File: config.mk
export PLATFORM = sky130hd
export DESIGN_NAME = ctrl_decode_unit
export DESIGN_NICKNAME = d
export VERILOG_FILES = /design/src/rtl/ctrl_decode_unit.sv
export SDC_FILE = /design/constraint.sdc
export NUM_CORES = 1
export LEC_CHECK = 0
export ABC_AREA = 1
export BUFFER_PORTS_ARGS = -buffer_cell sky130_fd_sc_hd__buf_2
export CAP_MARGIN = 15
export CORE_ASPECT_RATIO = 0.8
export CORE_MARGIN = 5
export CORE_UTILIZATION = 38
export DETAILED_ROUTE_END_ITERATION = 10
export PLACE_DENSITY_LB_ADDON = 0.25
export SYNTH_ARGS = -nofsm -noshare
export SYNTH_HDL_FRONTEND = slang
export SYNTH_SLANG_ARGS = --single-unit
File: constraint.sdc
create_clock -name clk -period 3.44 [get_ports clk]
set_input_delay 0.688 -clock clk [delete_from_list [all_inputs] [get_ports clk]]
set_output_delay 0.688 -clock clk [all_outputs]
set_load 0.02 [all_outputs]
File: src/rtl/ctrl_decode_unit.sv
// ctrl_decode_unit: ARM-style instruction decoder with condition evaluation, CPSR flag register and one-slot branch squash.
// Revision 1.0 - initial release.
`default_nettype none

module ctrl_decode_unit (
  input  logic        clk,
  input  logic        reset,
  input  logic [31:0] instr,
  input  logic [3:0]  flags_wd,
  output logic [3:0]  alu_op,
  output logic [3:0]  rn,
  output logic [3:0]  rd,
  output logic [3:0]  cpsr_we,
  output logic        reg_we,
  output logic        mem_we,
  output logic        ib,
  output logic [31:0] bv,
  output logic        bl,
  output logic [31:0] cpsr,
  output logic        branch_pending
);

  logic [3:0] flags_q;
  logic       n_f, z_f, c_f, v_f;
  logic       cond_pass;
  logic       squash;
  logic [3:0] cpsr_we_raw;
  logic       reg_we_raw, mem_we_raw, ib_raw, bl_raw;
  logic [3:0] dp_op;

  assign {n_f, z_f, c_f, v_f} = flags_q;
  assign dp_op = instr[24:21];

  always_comb begin
    cond_pass = 1'b0;
    case (instr[31:28])
      4'b0000: cond_pass = z_f;
      4'b0001: cond_pass = ~z_f;
      4'b0010: cond_pass = c_f;
      4'b0011: cond_pass = ~c_f;
      4'b0100: cond_pass = n_f;
      4'b0101: cond_pass = ~n_f;
      4'b0110: cond_pass = v_f;
      4'b0111: cond_pass = ~v_f;
      4'b1000: cond_pass = c_f & ~z_f;
      4'b1001: cond_pass = ~c_f | z_f;
      4'b1010: cond_pass = (n_f == v_f);
      4'b1011: cond_pass = (n_f != v_f);
      4'b1100: cond_pass = ~z_f & (n_f == v_f);
      4'b1101: cond_pass = z_f | (n_f != v_f);
      4'b1110: cond_pass = 1'b1;
      default: cond_pass = 1'b0;
    endcase
  end

  // The slot after a taken branch is squashed regardless of its condition.
  assign squash = ~cond_pass | branch_pending;

  always_comb begin
    alu_op      = 4'b0000;
    rn          = instr[19:16];
    rd          = instr[15:12];
    cpsr_we_raw = 4'b0000;
    reg_we_raw  = 1'b0;
    mem_we_raw  = 1'b0;
    ib_raw      = 1'b0;
    bl_raw      = 1'b0;
    bv          = 32'd0;
    if (instr[27:26] == 2'b00) begin
      alu_op     = dp_op;
      reg_we_raw = (dp_op[3:2] != 2'b10);
      // Compare/test opcodes always update flags; others only with S set.
      if (instr[20] || dp_op[3:2] == 2'b10) begin
        if ((dp_op >= 4'b0010 && dp_op <= 4'b0111) || dp_op == 4'b1010 || dp_op == 4'b1011)
          cpsr_we_raw = 4'b1111;
        else
          cpsr_we_raw = 4'b1100;
      end
    end else if (instr[27:26] == 2'b01) begin
      alu_op     = instr[23] ? 4'b0100 : 4'b0010;
      reg_we_raw = instr[20];
      mem_we_raw = ~instr[20];
    end else if (instr[27:25] == 3'b101) begin
      ib_raw = 1'b1;
      bl_raw = instr[24];
      bv     = {{6{instr[23]}}, instr[23:0], 2'b00};
      if (instr[24]) begin
        rd         = 4'd14;
        reg_we_raw = 1'b1;
      end
    end
  end

  assign cpsr_we = squash ? 4'b0000 : cpsr_we_raw;
  assign reg_we  = reg_we_raw & ~squash;
  assign mem_we  = mem_we_raw & ~squash;
  assign ib      = ib_raw & ~squash;
  assign bl      = bl_raw & ~squash;

  always_ff @(posedge clk) begin
    if (reset) begin
      flags_q        <= 4'b0000;
      branch_pending <= 1'b0;
    end else begin
      for (int i = 0; i < 4; i++) begin
        if (cpsr_we[i]) flags_q[i] <= flags_wd[i];
      end
      branch_pending <= ib;
    end
  end

  assign cpsr = {flags_q, 28'd0};

endmodule

`default_nettype wire

* Word-level counts from Yosys, hierarchy flattened
Cells that the tools add are included.
W data, S select, Z words.
** Word-level totals
- Memories kept :: 0
- Flip-flop bits (word level) :: 5
- ROM bits :: 0
- Output and inout port bits :: 85
- Memory bits (writable) :: 0
- Input port bits :: 38
- Latch bits :: 0
** Operators by class
- Shifts and indexed selects :: 0
- $mul :: 0
- Add/sub/neg operators :: 0
- Mux-type cells :: 27
- Reductions and logical operators :: 6
- Bitwise logic cells :: 16
- Divide/modulo/power cells :: 0
- Equal/unequal tests :: 22
- $lt $le $gt $ge :: 2
** Operators with widths (number)
- $mux W32 :: 3
- $eq A4 B4 Y1 const B :: 9
- $mux W4 :: 8
- $eq A4 B3 Y1 const B :: 4
- $pmux W1 S15 :: 1
- $mux W1 :: 12
- $eq A4 B2 Y1 const B :: 2
- $not A1 Y1 :: 7
- $and A1 B1 Y1 :: 6
- $mux W3 :: 2
- $eq A4 B1 Y1 const B :: 1
- $ge A4 B2 Y1 const B :: 1
- $le A4 B3 Y1 const B :: 1
- $logic_not A4 Y1 :: 1
- $eq A3 B3 Y1 const B :: 1
- $logic_or A1 B1 Y1 :: 3
- $or A1 B1 Y1 :: 3
- $eq A2 B1 Y1 const B :: 1
- $eq A2 B2 Y1 const B :: 1
- $logic_not A2 Y1 :: 1
- $mux W2 :: 1
- $ne A2 B2 Y1 const B :: 1
- $eq A1 B1 Y1 :: 1
- $logic_and A1 B1 Y1 :: 1
- $ne A1 B1 Y1 :: 1

* Logic depth before layout (Yosys ltp)
Gate-level depths: netlist of run 1.
- Depth in word-level cells :: 8
- Gate-level depth with buffers :: 13
- Gate-level depth less buffers :: 13

* Least setup slack after synthesis of run 1
OpenSTA, ideal clock, no wires.
- Path type :: input to output
- Start point :: input instr[25]
- End point :: output bv[26]
- Data required time :: 2.752 ns
- Arrival time :: 1.659 ns
- Slack :: 1.093 ns
- Path buffers :: 1
- Stages :: 5
- Path through :: nand2_1 nor2_1 inv_2 nor2_1 buf_4
** Between the ends
- Cells in the longest elaborated chain, start to end :: 4
** Ends and longest elaborated chain
- start, declared :: line 8 : input logic [31:0] instr,
- $eq A3 B3 Y1 :: line 83 : end else if (instr[27:25] == 3'b101) begin
- $mux W32 :: line 83
- $mux W32 :: line 79 : end else if (instr[27:26] == 2'b01) begin
- $mux W32 :: line 69 : if (instr[27:26] == 2'b00) begin
- end, declared :: line 17 : output logic [31:0] bv,
No other way between the ends.

* Worst setup path in the final report of run 1
- Start point :: input instr[27]
- End point :: output reg_we
** Between the ends
- Cells in the longest elaborated chain, start to end :: 5
- Elaborated cells on any way between the ends :: 7
- Those cells by class :: eq/ne (2); mux (3); bitwise (1); reduce/logical (1)
** Ends and longest elaborated chain
- $eq A3 B3 Y1 :: line 83
- $mux W1 :: line 83
- $mux W1 :: line 79
- $mux W1 * :: line 69
- $and A1 B1 Y1 * :: line 95 : assign reg_we = reg_we_raw & ~squash;
- end, declared :: line 14 : output logic reg_we,
Every way passes the cells marked *; elsewhere a longest branch is shown, timed or not.

==> parameters.txt, run 1 <==
Parameter                              Value

Status
  Result of the run ... complete, no violations

Yosys
  Post-synth EDFFs ... 0
  Proportion of synthesized flip-flops having asynchronous set or reset ... 0%
  Sequential cell area fraction in the yosys report ... 8.92%
  Yosys top cell area share ... 28.1%
  Adder and majority cell fraction of the synthesized area ... 0%
  Avg Inst Size Synth ... 5.27 um^2
  Dominant combinational cell family by area after synthesis ... buffers and inverters
  Post-Synth XOR/XNOR Area ... 0%
  Gate count of the mapped netlist ... 213
  Most frequent cells after synthesis ... sky130_fd_sc_hd__inv_1, sky130_fd_sc_hd__nor2_1, sky130_fd_sc_hd__buf_4, sky130_fd_sc_hd__nand2_1, sky130_fd_sc_hd__nand3_1
  Most frequent cell after synthesis ... sky130_fd_sc_hd__inv_1
  Largest cells by area after synthesis ... sky130_fd_sc_hd__buf_4, sky130_fd_sc_hd__inv_1, sky130_fd_sc_hd__nor2_1
  Synth Warn # ... 0
  Number of distinct library cell variants in the gate-level netlist after synthesis ... 21
  Cell area after synthesis ... 1120 um^2
  Multiplexer fraction of the synthesized cell area ... 0%
  Area share of and/or/nand/nor cells after synthesis ... 37.9%
  Complex-gate fraction of the synthesized area ... 6.02%
  Most used flip-flop cell after synthesis ... sky130_fd_sc_hd__dfxtp_1
  Leading area contributor after synthesis ... sky130_fd_sc_hd__buf_4
  Number of synthesized register bits ... 5

CTS
  Post-CTS Repair Setup Buffers ... 0
  Clock input transition at the sequential cells of the worst setup and hold paths ... 0.03 ns
  Sink count of the clock tree ... 5
  H-tree depth ... 1
  Post-cts repair resize count ... 0
  Clock latency reported for the late side of the worst-skew pair ... 0.22 ns
  CTS hold repair buffers ... 0
  Clock tree from TritonCTS ... yes
  Num CTS Buffers ... 3
  Clock root cell ... sky130_fd_sc_hd__clkbuf_8
  Max Buffers Root-to-Sink ... 2

Critical path
  Arr. time, crit path ... 1.93 ns
  Data required time of the critical path ... 2.75 ns
  Worst path cell trace ... buf_2 -> nand2_1 -> nor2_1 -> inv_2 -> nor2_1 -> o21ai_0 -> a211oi_2 -> buf_2
  Largest fanout on the critical path ... 25
  Flop-to-flop setup slack ... 2.02 ns
  Start-to-end type of the worst setup path ... in -> out
  Critical Path Start Type ... input pin
  Category of the worst setup path capture point ... output pin
  CP max stage cell ... sky130_fd_sc_hd__nor2_1
  Delay of the slowest critical-path stage ... 0.23 ns

Global routing
  First-pass GRT wire length ... 4800 um
  Initial antenna violation count ... 0
  Via count of the first global-routing pass ... 1114
  Pin count of the biggest net entering global routing ... 26
  Total global routing track utilization ... 14.2%
  GR Overflow Total ... 0

Layout
  Final core occ ... 52.4%
  Fill cell total of the finished layout ... 331
  Layout Area Growth over Synthesis ... 30.2%
  Net count of the finished layout ... 333
  Filler-free cell count of the finished design ... 332
  Post-route standard cell area excluding fillers ... 1460 um^2
  Antenna cell count ... 0
  Ratio of cells with drive above 1 in the final layout ... 36.4%

Drt
  Post-detailed-route via-to-cell ratio ... 3.95
  Overall routed net length ... 3240 um
  Drt wl/cell ... 9.75 um
  Antenna violation net count after detailed routing ... 0
  DRT Pass-1 Iters ... 4
  Number of vias after detailed routing ... 1311
  DRT iter0 DRCs ... 86
  Residual DRC count ... 0

Floorplan
  Die Height ... 58.6 um
  Core ar. ... 2790 um^2
  Initial core utilization ... 40.3%
  Die footprint ... 4150 um^2
  I/O Pins ... 123
  Chip Width ... 70.8 um
  Core Rows ... 17

Timing
  Share of the clock period used by the worst path ... 76.1%
  Setup repair after global routing missed its margin ... false
  Final min period ... 2.62 ns
  Worst setup skew after layout ... 0.000326 ns
  Final Hold Vio Count ... 0
  Maximum operating frequency ... 0.382 GHz
  Slew Viols, Final ... 0
  Aggregate negative setup slack ... 0 ns
  Total of endpoints with negative setup slack in the final report ... 0

Placed design
  Total placed cells including tap cells ... 328
  Routability Congestion ... 0.874
  Buffers added on ports ... 92
  DP Wirelength ... 2880 um
  Placed cell area ... 1420 um^2

Power
  Total Power ... 0.345 mW
  P_leak ... 1.09 nW
  IR Drop Worst-Case VDD ... 0.000125 V
  Cell area power density ... 236 nW/um^2

Job
  Total of max-cap violations ... 0

Hold path
  Hold Crit Class ... reg -> reg
registers in the layout, summed over array words and instances (netlist names):
signal and count:
branch_pending 1, flags_q 4
area by class of cell:
class                           count  area [um^2]  share of cell area [%]
Clock buffer                        4         45.0                    3.08
Inverter                           54          203                    13.9
Multi-Input combinational cell    139          606                    41.4
Sequential cell                     5          100                    6.85
Tap cell                           38         47.5                    3.25
Timing Repair Buffer               92          460                    31.5
metrics by stage:
stage	setup slack (ns)	hold WS (ns)
floorplan	1.09	0.637
global placement	0.810	0.585
detailed placement	0.828	0.590
CTS	0.825	0.596
global route	0.640	0.637
finish	0.822	0.589
layer usage:
layer	global-route usage, %	part of all wire, %	vias up
met4	4.83	0.90	0
li1	-	-	703
met2	23.8	47	67
met3	3.75	10	4
met5	0	0	-
met1	17.7	42	537
final timing paths:
path / start / endpoint / depth (start not counted)
setup / recovery: instr[27] / reg_we / 8
hold / removal: flags_q[0] / flags_q[0] / 4
setup reg to reg: flags_q[3] / flags_q[1] / 11
hold reg to reg: flags_q[0] / flags_q[0] / 4
cells in the final DEF, fill, tap and decap left out:
cell type                  instances
sky130_fd_sc_hd__a21oi_2           1
sky130_fd_sc_hd__nor3_1            1
sky130_fd_sc_hd__clkinv_1          2
sky130_fd_sc_hd__clkbuf_1          1
sky130_fd_sc_hd__nand2_4           1
sky130_fd_sc_hd__nand2_1          35
sky130_fd_sc_hd__buf_2            92
sky130_fd_sc_hd__a21oi_1           1
sky130_fd_sc_hd__nand3_1           9
sky130_fd_sc_hd__clkbuf_8          3
sky130_fd_sc_hd__o21ai_1           1
sky130_fd_sc_hd__a211oi_2          2
sky130_fd_sc_hd__nor2_1           45
sky130_fd_sc_hd__o21ai_2           1
sky130_fd_sc_hd__nand3_2           2
sky130_fd_sc_hd__nor2_2            3
sky130_fd_sc_hd__nand4_1           4
sky130_fd_sc_hd__conb_1           30
sky130_fd_sc_hd__o21ai_0           3
sky130_fd_sc_hd__inv_1            50
sky130_fd_sc_hd__inv_2             2
sky130_fd_sc_hd__dfxtp_1           5
worst max-delay path: cells and delay by family:
family,cells,cell delay (ns)
buffers and inverters,3,0.51
AO/OA/AOI/OAI,2,0.31
AND/OR/NAND/NOR,3,0.42
kinds of logic (layout without fill, tap and decap cells):
| logic type | count (synthesis) | after routing |
|---|---|---|
| AOI/OAI and AO/OA | 9 | 9 |
| buffers and inverters | 98 | 150 |
| DFF | 5 | 5 |
| other | 1 | 30 |
| and+or+nand+nor | 100 | 100 |
power by group:
part / switching [mW] / leakage, nW / internal (mW)
Sequential: 0.00239 / 0.0405 / 0.0607
Combinational: 0.122 / 1.03 / 0.0512
Clock: 0.0289 / 0.0228 / 0.0795
Total: 0.153 / 1.09 / 0.191
Note: power is estimated with default switching activity, not from simulation.
==> run 2, diff against run 1 <==
--- a/config.mk
+++ b/config.mk
@@ -10,7 +10,7 @@
 export CAP_MARGIN = 15
 export CORE_ASPECT_RATIO = 0.8
 export CORE_MARGIN = 5
-export CORE_UTILIZATION = 38
+export CORE_UTILIZATION = 35
 export DETAILED_ROUTE_END_ITERATION = 10
 export PLACE_DENSITY_LB_ADDON = 0.25
 export SYNTH_ARGS = -nofsm -noshare
==> constraint.sdc (replaced) <==
create_clock -name clk -period 2.58 [get_ports clk]
set_input_delay 0.516 -clock clk [delete_from_list [all_inputs] [get_ports clk]]
set_output_delay 0.516 -clock clk [all_outputs]
set_load 0.02 [all_outputs]
==> run 2 against run 1 <==
Net effect:
- total power grew 34%
- routed wire length up 1.6%
- register-to-register slack worse by 0.85 ns
- final cell count is 0.90% higher
- sequential cell count unchanged
==> parameters.txt, run 2 (synthesis gave the netlist of run 1 again) <==
Parameter                              Value

Status
  Result of the run ... complete, no violations

Critical path
  Worst path cell trace ... buf_2 -> inv_1 -> nor2_2 -> nand2_1 -> nand3_1 -> nand2_1 -> inv_2 -> nor2_2 -> nand2_4 -> nand2_1 -> a211oi_2 -> buf_2
  Largest fanout on the critical path ... 8
  Crit path max-delay family ... simple AND/OR/NAND/NOR gates
  CP max stage cell ... sky130_fd_sc_hd__buf_2
  Worst R2R Start ... flags_q[3]
  Dominant cell type by count on the critical path ... sky130_fd_sc_hd__nand2_1
  Arr. time, crit path ... 1.72 ns
  Data required time of the critical path ... 2.06 ns
  Delay of the slowest critical-path stage ... 0.19 ns
  Launching instance or port of the critical path ... instr[29]
  Category of the worst setup path capture point ... output pin
  Worst path bufs/invs ... 4
  Critical Path Start Type ... input pin
  Start-to-end type of the worst setup path ... in -> out

Global routing
  Via count of the first global-routing pass ... 1071
  GR Overflow Total ... 0
  Pin count of the biggest net entering global routing ... 17
  Total global routing track utilization ... 13.9%
  First-pass GRT wire length ... 4830 um
  Initial antenna violation count ... 0

CTS
  Clock latency reported for the late side of the worst-skew pair ... 0.22 ns
  Sink count of the clock tree ... 5
  Clock tree from TritonCTS ... yes
  Post-cts repair resize count ... 0
  Post-CTS Repair Setup Buffers ... 0
  Clock input transition at the sequential cells of the worst setup and hold paths ... 0.04 ns
  CTS hold repair buffers ... 0
  Num CTS Buffers ... 3
  Clock root cell ... sky130_fd_sc_hd__clkbuf_8
  H-tree depth ... 1
  Max Buffers Root-to-Sink ... 2

Timing
  Maximum operating frequency ... 0.448 GHz
  Worst setup skew after layout ... 0.000389 ns
  Total of endpoints with negative setup slack in the final report ... 0
  Final min period ... 2.23 ns
  Aggregate negative setup slack ... 0 ns
  Slew Viols, Final ... 0
  Setup repair after global routing missed its margin ... false
  Final Hold Vio Count ... 0
  Share of the clock period used by the worst path ... 86.6%

Drt
  Total met2 wirelength after detailed routing ... 1580 um
  Residual DRC count ... 0
  Antenna violation net count after detailed routing ... 0
  Drt wl/cell ... 9.82 um
  Post-detailed-route via-to-cell ratio ... 4.02
  Routed wire length on met3 ... 418 um
  Overall routed net length ... 3290 um
  DRT Pass-1 Iters ... 4
  Uppermost routed layer ... met4
  DRT iter0 DRCs ... 70
  Met1 wire length ... 1260 um
  Number of vias after detailed routing ... 1346

Layout
  Ratio of cells with drive above 1 in the final layout ... 36.6%
  Leading cell types in the layout, fill and taps excluded ... sky130_fd_sc_hd__buf_2, sky130_fd_sc_hd__inv_1, sky130_fd_sc_hd__nor2_1
  Biggest register ... flags_q
  Net count of the finished layout ... 334
  Most common cell after layout, fill and taps aside ... sky130_fd_sc_hd__buf_2
  Number of flip-flops in the largest register ... 4
  Largest regs ... flags_q (4), branch_pending (1)
  Filler-free cell count of the finished design ... 335
  Antenna cell count ... 0
  Layout Area Growth over Synthesis ... 31.1%

Floorplan
  Core Rows ... 18
  Die Height ... 60.7 um
  Core ar. ... 3090 um^2
  Chip Width ... 73.3 um
  I/O Pins ... 123
  Die footprint ... 4450 um^2
  Initial core utilization ... 36.4%

Power
  IR Drop Worst-Case VDD ... 0.000182 V
  Cell area power density ... 314 nW/um^2
  Total Power ... 0.463 mW
  P_leak ... 1.09 nW

Job
  Total of max-cap violations ... 0

Placed design
  Routability Congestion ... 0.880
  Total placed cells including tap cells ... 331
  Buffers added on ports ... 92
  DP Wirelength ... 2920 um

Hold path
  Hold Crit Class ... in -> reg
  Startpoint of the most critical hold path ... reset
run 2: changes by cell type in the layout (fill, tap and decap cells not counted):
cell / before / now
sky130_fd_sc_hd__buf_4: 0 / 1
run 2: per-layer routing:
layer | vias up | GRT usage (%)
met5 | - | 0
met4 | 0 | 3.62
met3 | 6 | 5.30
met2 | 66 | 22.9
met1 | 565 | 17.2
li1 | 709 | -
run 2: area by class of cell:
type / instances / area (um^2)
Tap cell: 40 / 50.0
Timing Repair Buffer: 93 / 468
Inverter: 54 / 203
Clock buffer: 4 / 45.0
Multi-Input combinational cell: 139 / 606
Fill cell: 347 / 1610
Sequential cell: 5 / 100
run 2: path summary, 6_finish.rpt:
path / cells after the start / slack [ns] / to
worst max register to register: 11 / 1.17 / flags_q[1]
worst max-delay path: 12 / 0.35 / reg_we
worst min-delay path: 2 / 0.46 / branch_pending
worst min register to register: 4 / 0.59 / flags_q[0]
run 2: stage by stage:
step	setup WS [ns]	util, %	hold WS, ns	instance area (um^2)
final	0.346	47.7	0.463	1470
after global routing	0.187	47.7	0.466	1470
after CTS	0.353	47.7	0.457	1470
after detailed placement	0.361	46.2	0.587	1430
after global placement	0.342	46.2	0.583	1430
after floorplan	0.577	-	0.588	1230
run 2: worst register-to-register path, cell delays in order, from the launching register on:
cell                      delay (ns)
sky130_fd_sc_hd__dfxtp_1        0.37
sky130_fd_sc_hd__inv_1          0.10
sky130_fd_sc_hd__nand2_1        0.10
sky130_fd_sc_hd__nand3_1        0.11
sky130_fd_sc_hd__nand3_1        0.08
sky130_fd_sc_hd__nand2_1        0.06
sky130_fd_sc_hd__nor2_2         0.14
sky130_fd_sc_hd__nand2_4        0.10
sky130_fd_sc_hd__nand3_2        0.11
sky130_fd_sc_hd__nand2_1        0.06
sky130_fd_sc_hd__inv_1          0.05
sky130_fd_sc_hd__nor2_1         0.04
run 2: power by group:
part / total (mW) / switching [mW] / internal, mW
clock network: 0.147 / 0.0408 / 0.106
logic: 0.232 / 0.162 / 0.0691
registers: 0.0840 / 0.00305 / 0.0809
total: 0.463 / 0.206 / 0.256
